`config.mk`:
```
export PLATFORM = sky130hd
export DESIGN_NAME = imem_boot_loader
export DESIGN_NICKNAME = d
export VERILOG_FILES = /design/src/rtl/imem_boot_loader.sv
export SDC_FILE = /design/constraint.sdc
export NUM_CORES = 1
export LEC_CHECK = 0
export ABC_CLOCK_PERIOD_IN_PS = 4600
export CORE_MARGIN = 4
export CORE_UTILIZATION = 35
export CTS_CLUSTER_DIAMETER = 50
export CTS_CLUSTER_SIZE = 10
export DETAILED_ROUTE_END_ITERATION = 8
export HOLD_SLACK_MARGIN = 0.06
export PLACE_DENSITY_LB_ADDON = 0.15
export SLEW_MARGIN = 25
export SYNTH_ARGS = -nofsm -noshare
export SYNTH_HDL_FRONTEND = slang
export SYNTH_SLANG_ARGS = --single-unit
```
`constraint.sdc`:
```
create_clock -name i_clock -period 4.6 [get_ports i_clock]
set_input_delay 0.69 -clock i_clock [delete_from_list [all_inputs] [get_ports i_clock]]
set_output_delay 0.69 -clock i_clock [all_outputs]
set_load 0.1 [all_outputs]
```
`src/rtl/imem_boot_loader.sv`:
```
// Framed byte-stream loader: assembles little-endian words into instruction memory and holds
// the core in reset until the image checksum passes. Optional inter-byte timeout: LOADER_TIMEOUT_EN.
module imem_boot_loader #(
    parameter int unsigned NB_WORD        = 32,
    parameter int unsigned NB_IMEM_ADDR   = 10,
    parameter int unsigned IMEM_DEPTH     = 1024,
    parameter logic [7:0]  MAGIC          = 8'hA5,
    parameter int unsigned RELEASE_DELAY  = 4,
    parameter int unsigned TIMEOUT_CYCLES = 100000
) (
    input  logic                    i_clock,
    input  logic                    i_reset,
    input  logic                    i_rx_valid,
    input  logic [7:0]              i_rx_data,
    output logic                    o_rx_ready,
    input  logic                    i_rearm,
    output logic                    o_imem_we,
    output logic [NB_IMEM_ADDR-1:0] o_imem_addr,
    output logic [NB_WORD-1:0]      o_imem_wdata,
    output logic                    o_cpu_reset,
    output logic                    o_busy,
    output logic                    o_done,
    output logic                    o_error,
    output logic [1:0]              o_err_code
);

    typedef enum logic [2:0] {
        StIdle,
        StLenLo,
        StLenHi,
        StData,
        StCsum,
        StRelease,
        StRun,
        StError
    } state_t;

    localparam logic [1:0] ErrNone    = 2'b00;
    localparam logic [1:0] ErrLen     = 2'b01;
    localparam logic [1:0] ErrCsum    = 2'b10;
    localparam logic [1:0] ErrTimeout = 2'b11;

    // The length field is 16 bits, so the word index is kept at that width.
    if (NB_WORD != 32 || RELEASE_DELAY < 1 || TIMEOUT_CYCLES < 1 || NB_IMEM_ADDR > 16 ||
        IMEM_DEPTH > (1 << NB_IMEM_ADDR)) begin : g_bad_params
        $error("imem_boot_loader: unsupported parameter set");
    end

    state_t                  r_state;
    state_t                  w_state_d;
    logic                    r_rx_ready;
    logic                    w_accept;
    logic                    w_in_frame;
    logic [7:0]              r_len_lo;
    logic [15:0]             r_len;
    logic [15:0]             w_len;
    logic                    w_len_bad;
    logic [15:0]             r_word_idx;
    logic                    w_last_word;
    logic [1:0]              r_lane;
    logic [23:0]             r_lanes;
    logic [7:0]              r_sum;
    logic [15:0]             r_rel_cnt;
    logic                    w_rel_done;
    logic [1:0]              r_err_code;
    logic [1:0]              w_err_code_d;
    logic                    w_rearm;
    logic                    w_tmo_hit;
    logic                    r_imem_we;
    logic [NB_IMEM_ADDR-1:0] r_imem_addr;
    logic [NB_WORD-1:0]      r_imem_wdata;

    assign w_accept    = i_rx_valid && r_rx_ready;
    assign w_in_frame  = (r_state == StLenLo) || (r_state == StLenHi) ||
                         (r_state == StData)  || (r_state == StCsum);
    assign w_len       = {i_rx_data, r_len_lo};
    assign w_len_bad   = (w_len == 16'd0) || ({16'd0, w_len} > IMEM_DEPTH);
    assign w_last_word = (r_word_idx == (r_len - 16'd1));
    assign w_rel_done  = (r_rel_cnt == 16'(RELEASE_DELAY - 1));
    assign w_rearm     = i_rearm && ((r_state == StRun) || (r_state == StError));

`ifdef LOADER_TIMEOUT_EN
    logic [31:0] r_tmo_cnt;

    // Counts idle cycles inside a frame; any accepted byte restarts it.
    always_ff @(posedge i_clock) begin
        if (i_reset || w_accept || !w_in_frame) begin
            r_tmo_cnt <= 32'd0;
        end else begin
            r_tmo_cnt <= r_tmo_cnt + 32'd1;
        end
    end

    assign w_tmo_hit = w_in_frame && !w_accept && (r_tmo_cnt == 32'(TIMEOUT_CYCLES - 1));
`else
    assign w_tmo_hit = 1'b0;
`endif

    always_comb begin
        w_state_d    = r_state;
        w_err_code_d = r_err_code;
        unique case (r_state)
            StIdle: begin
                if (w_accept && (i_rx_data == MAGIC)) begin
                    w_state_d = StLenLo;
                end
            end
            StLenLo: begin
                if (w_accept) begin
                    w_state_d = StLenHi;
                end
            end
            StLenHi: begin
                if (w_accept) begin
                    if (w_len_bad) begin
                        w_state_d    = StError;
                        w_err_code_d = ErrLen;
                    end else begin
                        w_state_d = StData;
                    end
                end
            end
            StData: begin
                if (w_accept && (r_lane == 2'd3) && w_last_word) begin
                    w_state_d = StCsum;
                end
            end
            StCsum: begin
                if (w_accept) begin
                    if (i_rx_data == r_sum) begin
                        w_state_d = StRelease;
                    end else begin
                        w_state_d    = StError;
                        w_err_code_d = ErrCsum;
                    end
                end
            end
            StRelease: begin
                if (w_rel_done) begin
                    w_state_d = StRun;
                end
            end
            StRun, StError: begin
                if (i_rearm) begin
                    w_state_d    = StIdle;
                    w_err_code_d = ErrNone;
                end
            end
            default: begin
                w_state_d = StIdle;
            end
        endcase
        if (w_tmo_hit) begin
            w_state_d    = StError;
            w_err_code_d = ErrTimeout;
        end
    end

    always_ff @(posedge i_clock) begin
        if (i_reset) begin
            r_state      <= StIdle;
            r_rx_ready   <= 1'b1;
            r_err_code   <= ErrNone;
            r_len_lo     <= 8'd0;
            r_len        <= 16'd0;
            r_word_idx   <= 16'd0;
            r_lane       <= 2'd0;
            r_lanes      <= 24'd0;
            r_sum        <= 8'd0;
            r_rel_cnt    <= 16'd0;
            r_imem_we    <= 1'b0;
            r_imem_addr  <= '0;
            r_imem_wdata <= '0;
        end else begin
            r_state    <= w_state_d;
            r_rx_ready <= (w_state_d inside {StIdle, StLenLo, StLenHi, StData, StCsum});
            r_err_code <= w_err_code_d;
            r_imem_we  <= 1'b0;
            case (r_state)
                StLenLo: begin
                    if (w_accept) begin
                        r_len_lo <= i_rx_data;
                    end
                end
                StLenHi: begin
                    if (w_accept) begin
                        r_len      <= w_len;
                        r_word_idx <= 16'd0;
                        r_lane     <= 2'd0;
                        r_sum      <= 8'd0;
                    end
                end
                StData: begin
                    if (w_accept) begin
                        r_sum  <= r_sum + i_rx_data;
                        r_lane <= r_lane + 2'd1;
                        unique case (r_lane)
                            2'd0: r_lanes[7:0]   <= i_rx_data;
                            2'd1: r_lanes[15:8]  <= i_rx_data;
                            2'd2: r_lanes[23:16] <= i_rx_data;
                            2'd3: begin
                                // Word is complete: strobe it out while the next byte streams in.
                                r_imem_we    <= 1'b1;
                                r_imem_addr  <= r_word_idx[NB_IMEM_ADDR-1:0];
                                r_imem_wdata <= NB_WORD'({i_rx_data, r_lanes});
                                r_word_idx   <= r_word_idx + 16'd1;
                            end
                            default: ;
                        endcase
                    end
                end
                StCsum: begin
                    r_rel_cnt <= 16'd0;
                end
                StRelease: begin
                    r_rel_cnt <= r_rel_cnt + 16'd1;
                end
                default: ;
            endcase
            if (w_rearm) begin
                r_len_lo   <= 8'd0;
                r_len      <= 16'd0;
                r_word_idx <= 16'd0;
                r_lane     <= 2'd0;
                r_sum      <= 8'd0;
                r_rel_cnt  <= 16'd0;
            end
        end
    end

    assign o_rx_ready   = r_rx_ready;
    assign o_imem_we    = r_imem_we;
    assign o_imem_addr  = r_imem_addr;
    assign o_imem_wdata = r_imem_wdata;
    assign o_cpu_reset  = (r_state != StRun);
    assign o_busy       = w_in_frame;
    assign o_done       = (r_state == StRun);
    assign o_error      = (r_state == StError);
    assign o_err_code   = r_err_code;

endmodule

```
==> results of run 1 <==
==> cells in the mapped netlist (all sizes together), types with 4 or more instances <==
cell type  number
xnor2          20
nand2         178
o21ai          13
a21oi         110
mux2            4
or2             5
and2            5
nand3          42
buf             8
and3           11
or4             4
nor4           10
nor3           14
inv            15
nor2           61
or3             7
ha             14
nand2b          4
nand4           8
a2111oi         4
xor2           22
dfxtp         139
mux2i           8
a22oi           8
clkbuf         43
==> worst register-to-register path: cells and delay by family (launching register included) <==
kind             cells  cell delay, ps
AO/OA/AOI/OAI        1             190
XOR/XNOR             1             140
flip-flops           1             360
AND/OR/NAND/NOR      4            1850
==> cell usage in the layout, fill, tap and decap left out, types with 4 or more instances in the layout <==
| master | instances |
|---|---|
| xnor2_1 | 20 |
| a21oi_1 | 110 |
| nand2b_1 | 4 |
| xor2_1 | 22 |
| mux2i_1 | 8 |
| a22oi_1 | 8 |
| or4_1 | 4 |
| inv_1 | 15 |
| nand3_1 | 42 |
| o21ai_0 | 13 |
| clkdlybuf4s50_1 | 60 |
| clkbuf_16 | 17 |
| dfxtp_1 | 139 |
| mux2_2 | 4 |
| ha_1 | 14 |
| nand2_1 | 178 |
| nand4_1 | 8 |
| nor3_1 | 10 |
| nor2_1 | 60 |
| clkinvlp_4 | 5 |
| nor4_1 | 9 |
| and3_1 | 11 |
| buf_4 | 7 |
| or3_1 | 7 |
| inv_6 | 5 |
| or2_2 | 5 |
| and2_1 | 5 |
==> cell families (layout without fill, tap and decap cells) <==
group	after synthesis	in the layout	share of synthesized area
xor gates and xnor gates	42	42	0.05740
muxes	12	12	0.01952
buffers and inverters	66	115	0.04158
AOI/OAI and AO/OA	167	167	0.1546
and+or+nand+nor	365	365	0.2622
adders and majority gates	15	15	0.03046
DFF	139	139	0.4342
==> metal layers <==
metal,GRT usage,vias to the layer above,share of wire
met1,0.2227,2664,0.47
met3,0.03594,19,0.049
met5,0,-,0
li1,-,2851,-
met2,0.2601,137,0.46
met4,0.05253,0,0.015
==> metrics by stage <==
stage	utilization	power [mW]	instance area [sq um]
after global placement	0.3981	1.290	7151
final	0.4295	2.585	7716
after CTS	0.4295	2.612	7716
after global routing	0.4295	2.671	7716
after floorplan	-	1.267	6409
after detailed placement	0.3981	1.292	7151
==> state kept, by name, summed over array words and instances (netlist names) <==
| signal | cells |
|---|---|
| r_word_idx | 16 |
| r_state | 3 |
| r_len_lo | 8 |
| o_imem_we | 1 |
| r_sum | 8 |
| o_err_code | 2 |
| r_lanes | 24 |
| r_rel_cnt | 16 |
| o_rx_ready | 1 |
| r_lane | 2 |
| o_imem_wdata | 32 |
| r_len | 16 |
| o_imem_addr | 10 |
==> layout make-up <==
cell class,instances,share of cell area
tap,229,0.03713
timing repair buffer,68,0.08529
clock inverter,14,0.01767
multi-input combinational,601,0.4364
inverter,15,0.007297
sequential,139,0.3606
clock buffer,18,0.05562
==> worst max-delay path by stage <==
stage | startpoint | end | slack [ps]
6_report | r_state[1]$_SDFF_PP0_ | o_done | 1160
5_1_grt | r_state[1]$_SDFF_PP0_ | o_done | 1060
4_1_cts | r_state[1]$_SDFF_PP0_ | o_done | 1160
3_5_place_dp | i_rx_data[6] | o_err_code[1]$_SDFFE_PP0P_ | 1050
3_3_place_gp | i_rx_data[6] | r_state[1]$_SDFF_PP0_ | 1100
2_1_floorplan | r_state[2]$_SDFF_PP0_ | o_done | 1590
==> power by group through the flow <==
stage               sequential (mW)  clock [mW]  combinational [mW]
finish                         1.20        1.32              0.0615
global route                   1.20        1.40              0.0680
CTS                            1.20        1.35              0.0620
detailed placement             1.23           0              0.0618
floorplan                      1.23           0              0.0364
global placement               1.23           0              0.0599
==> qor.yml, run 1 <==
status:
  outcome: "finished clean"
pwr:
  combPwrFrac: 0.024
  p_seq_frac: 0.466
  p_per_area_nw_per_um2: 335.0
  p_leak_nw: 2.659
  p_clk_frac: 0.511
  power.net_switching_mw: 0.6091
  swShare: 0.2357
  internal-power_mw: 1.975
  ir_drop_mv: 0.2617
setup_path:
  critPathMaxFanout: 17
  cp_num_cells: 4
  path_buf_inv: 2
  crit_family: "buffers and inverters"
  r2r_slack_ps: 1900
  crit-reg2reg-capture: "r_state[0]$_SDFF_PP0_"
  required_ps: 3910
  r2r_cells: 6
  cp_cell_sequence: "nor2b_1 > nand2_1 > inv_1 > clkdlybuf4s50_1"
  reg2reg_from: "r_len[0]$_SDFFE_PP0P_"
  crit_arrival_ps: 2750
  start_kind: "flip-flop"
  cp_slowest_cell: "clkdlybuf4s50_1"
  end_kind: "primary output"
  path_class: "flip-flop to primary output"
  max_stage_delay_ps: 1120
synthesis:
  postSynthCellCount: 806
  synth_nets: 833
  synth_area_leader_cell: "dfxtp_1"
  ys_warn_count: 0
  synthTopCellsByArea: "dfxtp_1 (43%), nand2_1 (10%), a21oi_1 (8.6%)"
  synth_top_area_share: 0.4342
  avgSynthCellArea_sq_um: 7.951
  yosysUniqueCellTypes: 58
  synth-edff-count: 0
  ys_seq_elements: 139
  syn-cell-area_sq_um: 6409
  synth_flop_cell: "dfxtp_1"
  synth.yosys.seq_area_share: 0.4342
  ys_async_sr_fraction: 0
die:
  fp.dieH_um: 143.3
  die_w_um: 143.3
  io_pins: 62
  rows: 49
  fp.coreArea_sq_um: 17960
  start_util: 0.3568
  die_area_sq_um: 20540
cells_and_area:
  fillCellCount: 1829
  syn2layout_area_growth_pct: 20.40
  diodes: 0
  regArea_sq_um: 2783
  drive_gt1_frac: 0.06784
  layoutNonFillerInstCount: 1084
  nNetsFinal: 869
  multiInputGateArea_sq_um: 3367
cts:
  clkLatencyLatePin_ps: 420
  cts_tree: "yes"
  clk_pin_slew_worst_paths_ps: 60
  clock_sinks: 139
  clockBufferDepth: 2
  cts_hold_buf: 0
  ctsResizeCount: 0
  cts_setup_buffers: 0
  h-tree-depth: 4
  clockRootBuffer: "clkbuf_16"
  numCtsBuffers: 17
sta:
  setup_viol: 0
  fin_crit_ps: 3445
  slew-limit-headroom: 0.3358
  max_freq_ghz: 0.2903
  timing.final.ws_setup_ps: 1155
  finalSetupTns_ps: 0
  finClkSkew_ps: 9.121
  hold_violations: 0
  tightest_slew_ps: 993.2
  period_share: 0.7489
  rsz0062_at_grt: "no"
  slew_viol_final: 0
  hold_ws_ps: 453.2
global_routing:
  overflow: 0
  grt_usage: 0.1637
  grt_max_degree: 73
  antenna_found_initial: 0
  grt_pass1_wl_um: 27360
  grt_pass1_vias: 5455
worst_hold_path:
  min-delay-start: "o_imem_wdata[7]$_SDFFE_PP0P_"
  whs_endpoint: "o_imem_wdata[7]$_SDFFE_PP0P_"
  hold_depth: 2
  hold_class: "flip-flop to flip-flop"
drt:
  drt_first_iter_violations: 360
  first_pass_iters: 6
  drc: 0
  wl_um: 16260
  vias_per_cell: 5.232
  ant_nets: 0
  vias: 5671
  wire_per_inst_um: 15.00
placed_design:
  port_buffers: 61
  dp_hpwl_um: 11330
  place_inst: 1052
  place.gp.congestion: 0.8519
  place_ws_ps: 1045
job:
  maxCapViolations: 0
(Power assumes the default switching activity.)
==> inputs of run 2 (changes only) <==
--- a/config.mk
+++ b/config.mk
@@ -5,7 +5,7 @@
 export SDC_FILE = /design/constraint.sdc
 export NUM_CORES = 1
 export LEC_CHECK = 0
-export ABC_CLOCK_PERIOD_IN_PS = 4600
+export ABC_CLOCK_PERIOD_IN_PS = 3000
 export CORE_MARGIN = 4
 export CORE_UTILIZATION = 35
 export CTS_CLUSTER_DIAMETER = 50
==> constraint.sdc (replaced) <==
create_clock -name i_clock -period 3 [get_ports i_clock]
set_input_delay 0.45 -clock i_clock [delete_from_list [all_inputs] [get_ports i_clock]]
set_output_delay 0.45 -clock i_clock [all_outputs]
set_load 0.1 [all_outputs]
==> run 2 against run 1 <==
Register-to-register slack lost 1500 ps. Critical endpoint is now o_err_code[1]$_SDFFE_PP0P_. Final cell count grew 2.1%. Sequential share of layout area decreased by 0.40 points.
==> qor.yml, run 2 (synthesis results as in run 1) <==
drt:
  ant_nets: 0  # unchanged
  first_pass_iters: 5  # was 6
  vias: 5777  # was 5671
  wl_um: 16800  # was 16260 um
  drt_first_iter_violations: 357  # was 360
  vias_per_cell: 5.219  # was 5.232
  wire_per_inst_um: 15.17  # was 15.00 um
  drc: 0  # unchanged
die:
  io_pins: 62  # unchanged
  fp.dieH_um: 143.3  # unchanged
  die_area_sq_um: 20540  # unchanged
  die_w_um: 143.3  # unchanged
  rows: 49  # unchanged
  start_util: 0.3568  # unchanged
  fp.coreArea_sq_um: 17960  # unchanged
cells_and_area:
  drive_gt1_frac: 0.1492  # was 0.06784
  fillCellCount: 1821  # was 1829
  fin_area_sq_um: 7804  # was 7716 sq um
  nNetsFinal: 892  # was 869
  multiInputGateArea_sq_um: 3367  # unchanged
  layout_common_cells: "nand2_1 (178), dfxtp_1 (139), a21oi_1 (110)"  # unchanged
  regArea_sq_um: 2783  # unchanged
  largest_reg_flops: 32  # unchanged
  diodes: 0  # unchanged
  final_common_cell: "nand2_1"  # unchanged
  syn2layout_area_growth_pct: 21.77  # was 20.40%
cts:
  clock_sinks: 139  # unchanged
  ctsResizeCount: 0  # unchanged
  cts_tree: "yes"  # unchanged
  clk_pin_slew_worst_paths_ps: 60  # about the same
  cts_setup_buffers: 0  # unchanged
  numCtsBuffers: 17  # unchanged
  clkLatencyLatePin_ps: 430  # was 420 ps
  clockBufferDepth: 2  # unchanged
  clockRootBuffer: "clkbuf_16"  # unchanged
  cts_hold_buf: 0  # unchanged
  h-tree-depth: 4  # unchanged
sta:
  slew_viol_final: 0  # unchanged
  hold_violations: 0  # unchanged
  tightest_slew_ps: 703.2  # was 993.2 ps
  setup_viol: 0  # unchanged
  finClkSkew_ps: 9.841  # was 9.121 ps
  timing.final.ws_setup_ps: 327.1  # was 1155 ps
  fin_crit_ps: 2673
  slew-limit-headroom: 0.5312  # was 0.3358
  period_share: 0.8910
  max_freq_ghz: 0.3741
  rsz0062_at_grt: "no"  # unchanged
global_routing:
  grt_pass1_wl_um: 27290  # was 27360 um
  grt_usage: 0.1659  # was 0.1637
  antenna_found_initial: 0  # unchanged
  grt_pass1_vias: 5455  # unchanged
  overflow: 0  # unchanged
  grt_max_degree: 69  # was 73
setup_path:
  max_stage_delay_ps: 570  # was 1120 ps
  start_kind: "input port"  # was flip-flop
  end_kind: "flip-flop"  # was primary output
  crit_family: "simple AND/OR/NAND/NOR gates"  # was buffers and inverters
  cp_cell_sequence: "clkdlybuf4s50_1 > ha_1 > or4_1 > or4_1 > a21oi_1 > a211oi_1 > a21bo_2 > a21oi_1"  # was nor2b_1 > nand2_1 > inv_1 > clkdlybuf4s50_1
  cp_slowest_cell: "or4_1"  # was clkdlybuf4s50_1
  required_ps: 3350  # was 3910 ps
  path_buf_inv: 1  # was 2
  path_class: "input port to flip-flop"  # was flip-flop to primary output
  critPathMaxFanout: 3  # was 17
  crit_arrival_ps: 3020  # was 2750 ps
status:
  outcome: "finished clean"  # unchanged
pwr:
  ir_drop_mv: 0.4004  # was 0.2617 mV
  p_leak_nw: 2.907  # was 2.659 nW
  p_per_area_nw_per_um2: 520.5  # was 335.0 nW/um^2
job:
  maxCapViolations: 0  # unchanged
placed_design:
  port_buffers: 61  # unchanged
  place_ws_ps: -97.79  # was 1045 ps
  dp_hpwl_um: 11750  # was 11330 um
  place.gp.congestion: 0.8641  # was 0.8519
  postPlaceCellArea_sq_um: 7211  # was 7151 sq um
worst_hold_path:
  hold_class: "input port to flip-flop"  # was flip-flop to flip-flop
==> run 2: cell types whose count changed in the layout (fill, tap and decap cells not counted) <==
cell | before | now
bufinv_16 | 1 | 2
clkinv_4 | 1 | 4
clkdlybuf4s50_1 | 60 | 10
clkbuf_8 | 0 | 2
clkinvlp_4 | 5 | 0
inv_6 | 5 | 3
buf_4 | 7 | 79
inv_8 | 1 | 0
clkinv_2 | 1 | 3
buf_12 | 0 | 1
==> run 2: final timing paths <==
| check | depth (start not counted) | from | slack (ps) | end |
|---|---|---|---|---|
| max | 8 | i_rx_data[6] | 330 | o_err_code[1]$_SDFFE_PP0P_ |
| min | 2 | i_reset | 300 | r_state[0]$_SDFF_PP0_ |
| max reg2reg | 7 | r_len[0]$_SDFFE_PP0P_ | 450 | r_state[0]$_SDFF_PP0_ |
| min reg2reg | 2 | r_lanes[13]$_SDFFE_PP0P_ | 450 | o_imem_wdata[13]$_SDFFE_PP0P_ |
==> run 2: area by class of cell <==
cell class / count / share of cell area
clock inverter: 12 / 0.01748
multi-input combinational: 601 / 0.4315
inverter: 15 / 0.007215
sequential: 139 / 0.3566
timing repair buffer: 91 / 0.09203
tap: 229 / 0.03672
clock buffer: 20 / 0.05852
==> run 2: layer usage <==
metal / wire length (um) / global-route usage / share of wire
met1: 7966 / 0.2275 / 0.47
met5: 0 / 0 / 0
met4: 251 / 0.05847 / 0.015
met2: 7869 / 0.2626 / 0.47
met3: 710 / 0.03161 / 0.042
==> run 2: through the flow <==
stage	hold WS (ps)	instances	util	power (mW)	setup TNS (ps)
floorplan	432.2	806	-	1.942	0
global route	305.0	1107	0.4344	4.191	0
CTS	280.9	1107	0.4344	4.114	0
finish	300.2	1107	0.4344	4.062	0
global placement	443.3	1075	0.4014	2.001	-71.35
detailed placement	447.2	1075	0.4014	2.002	-212.2
==> run 2: where the power goes <==
group	leakage (nW)	switching (mW)	internal, mW
sequential	1.12	0.0000591	1.85
clock	0.295	0.825	1.28
combinational	1.49	0.0773	0.0385
total	2.91	0.902	3.16
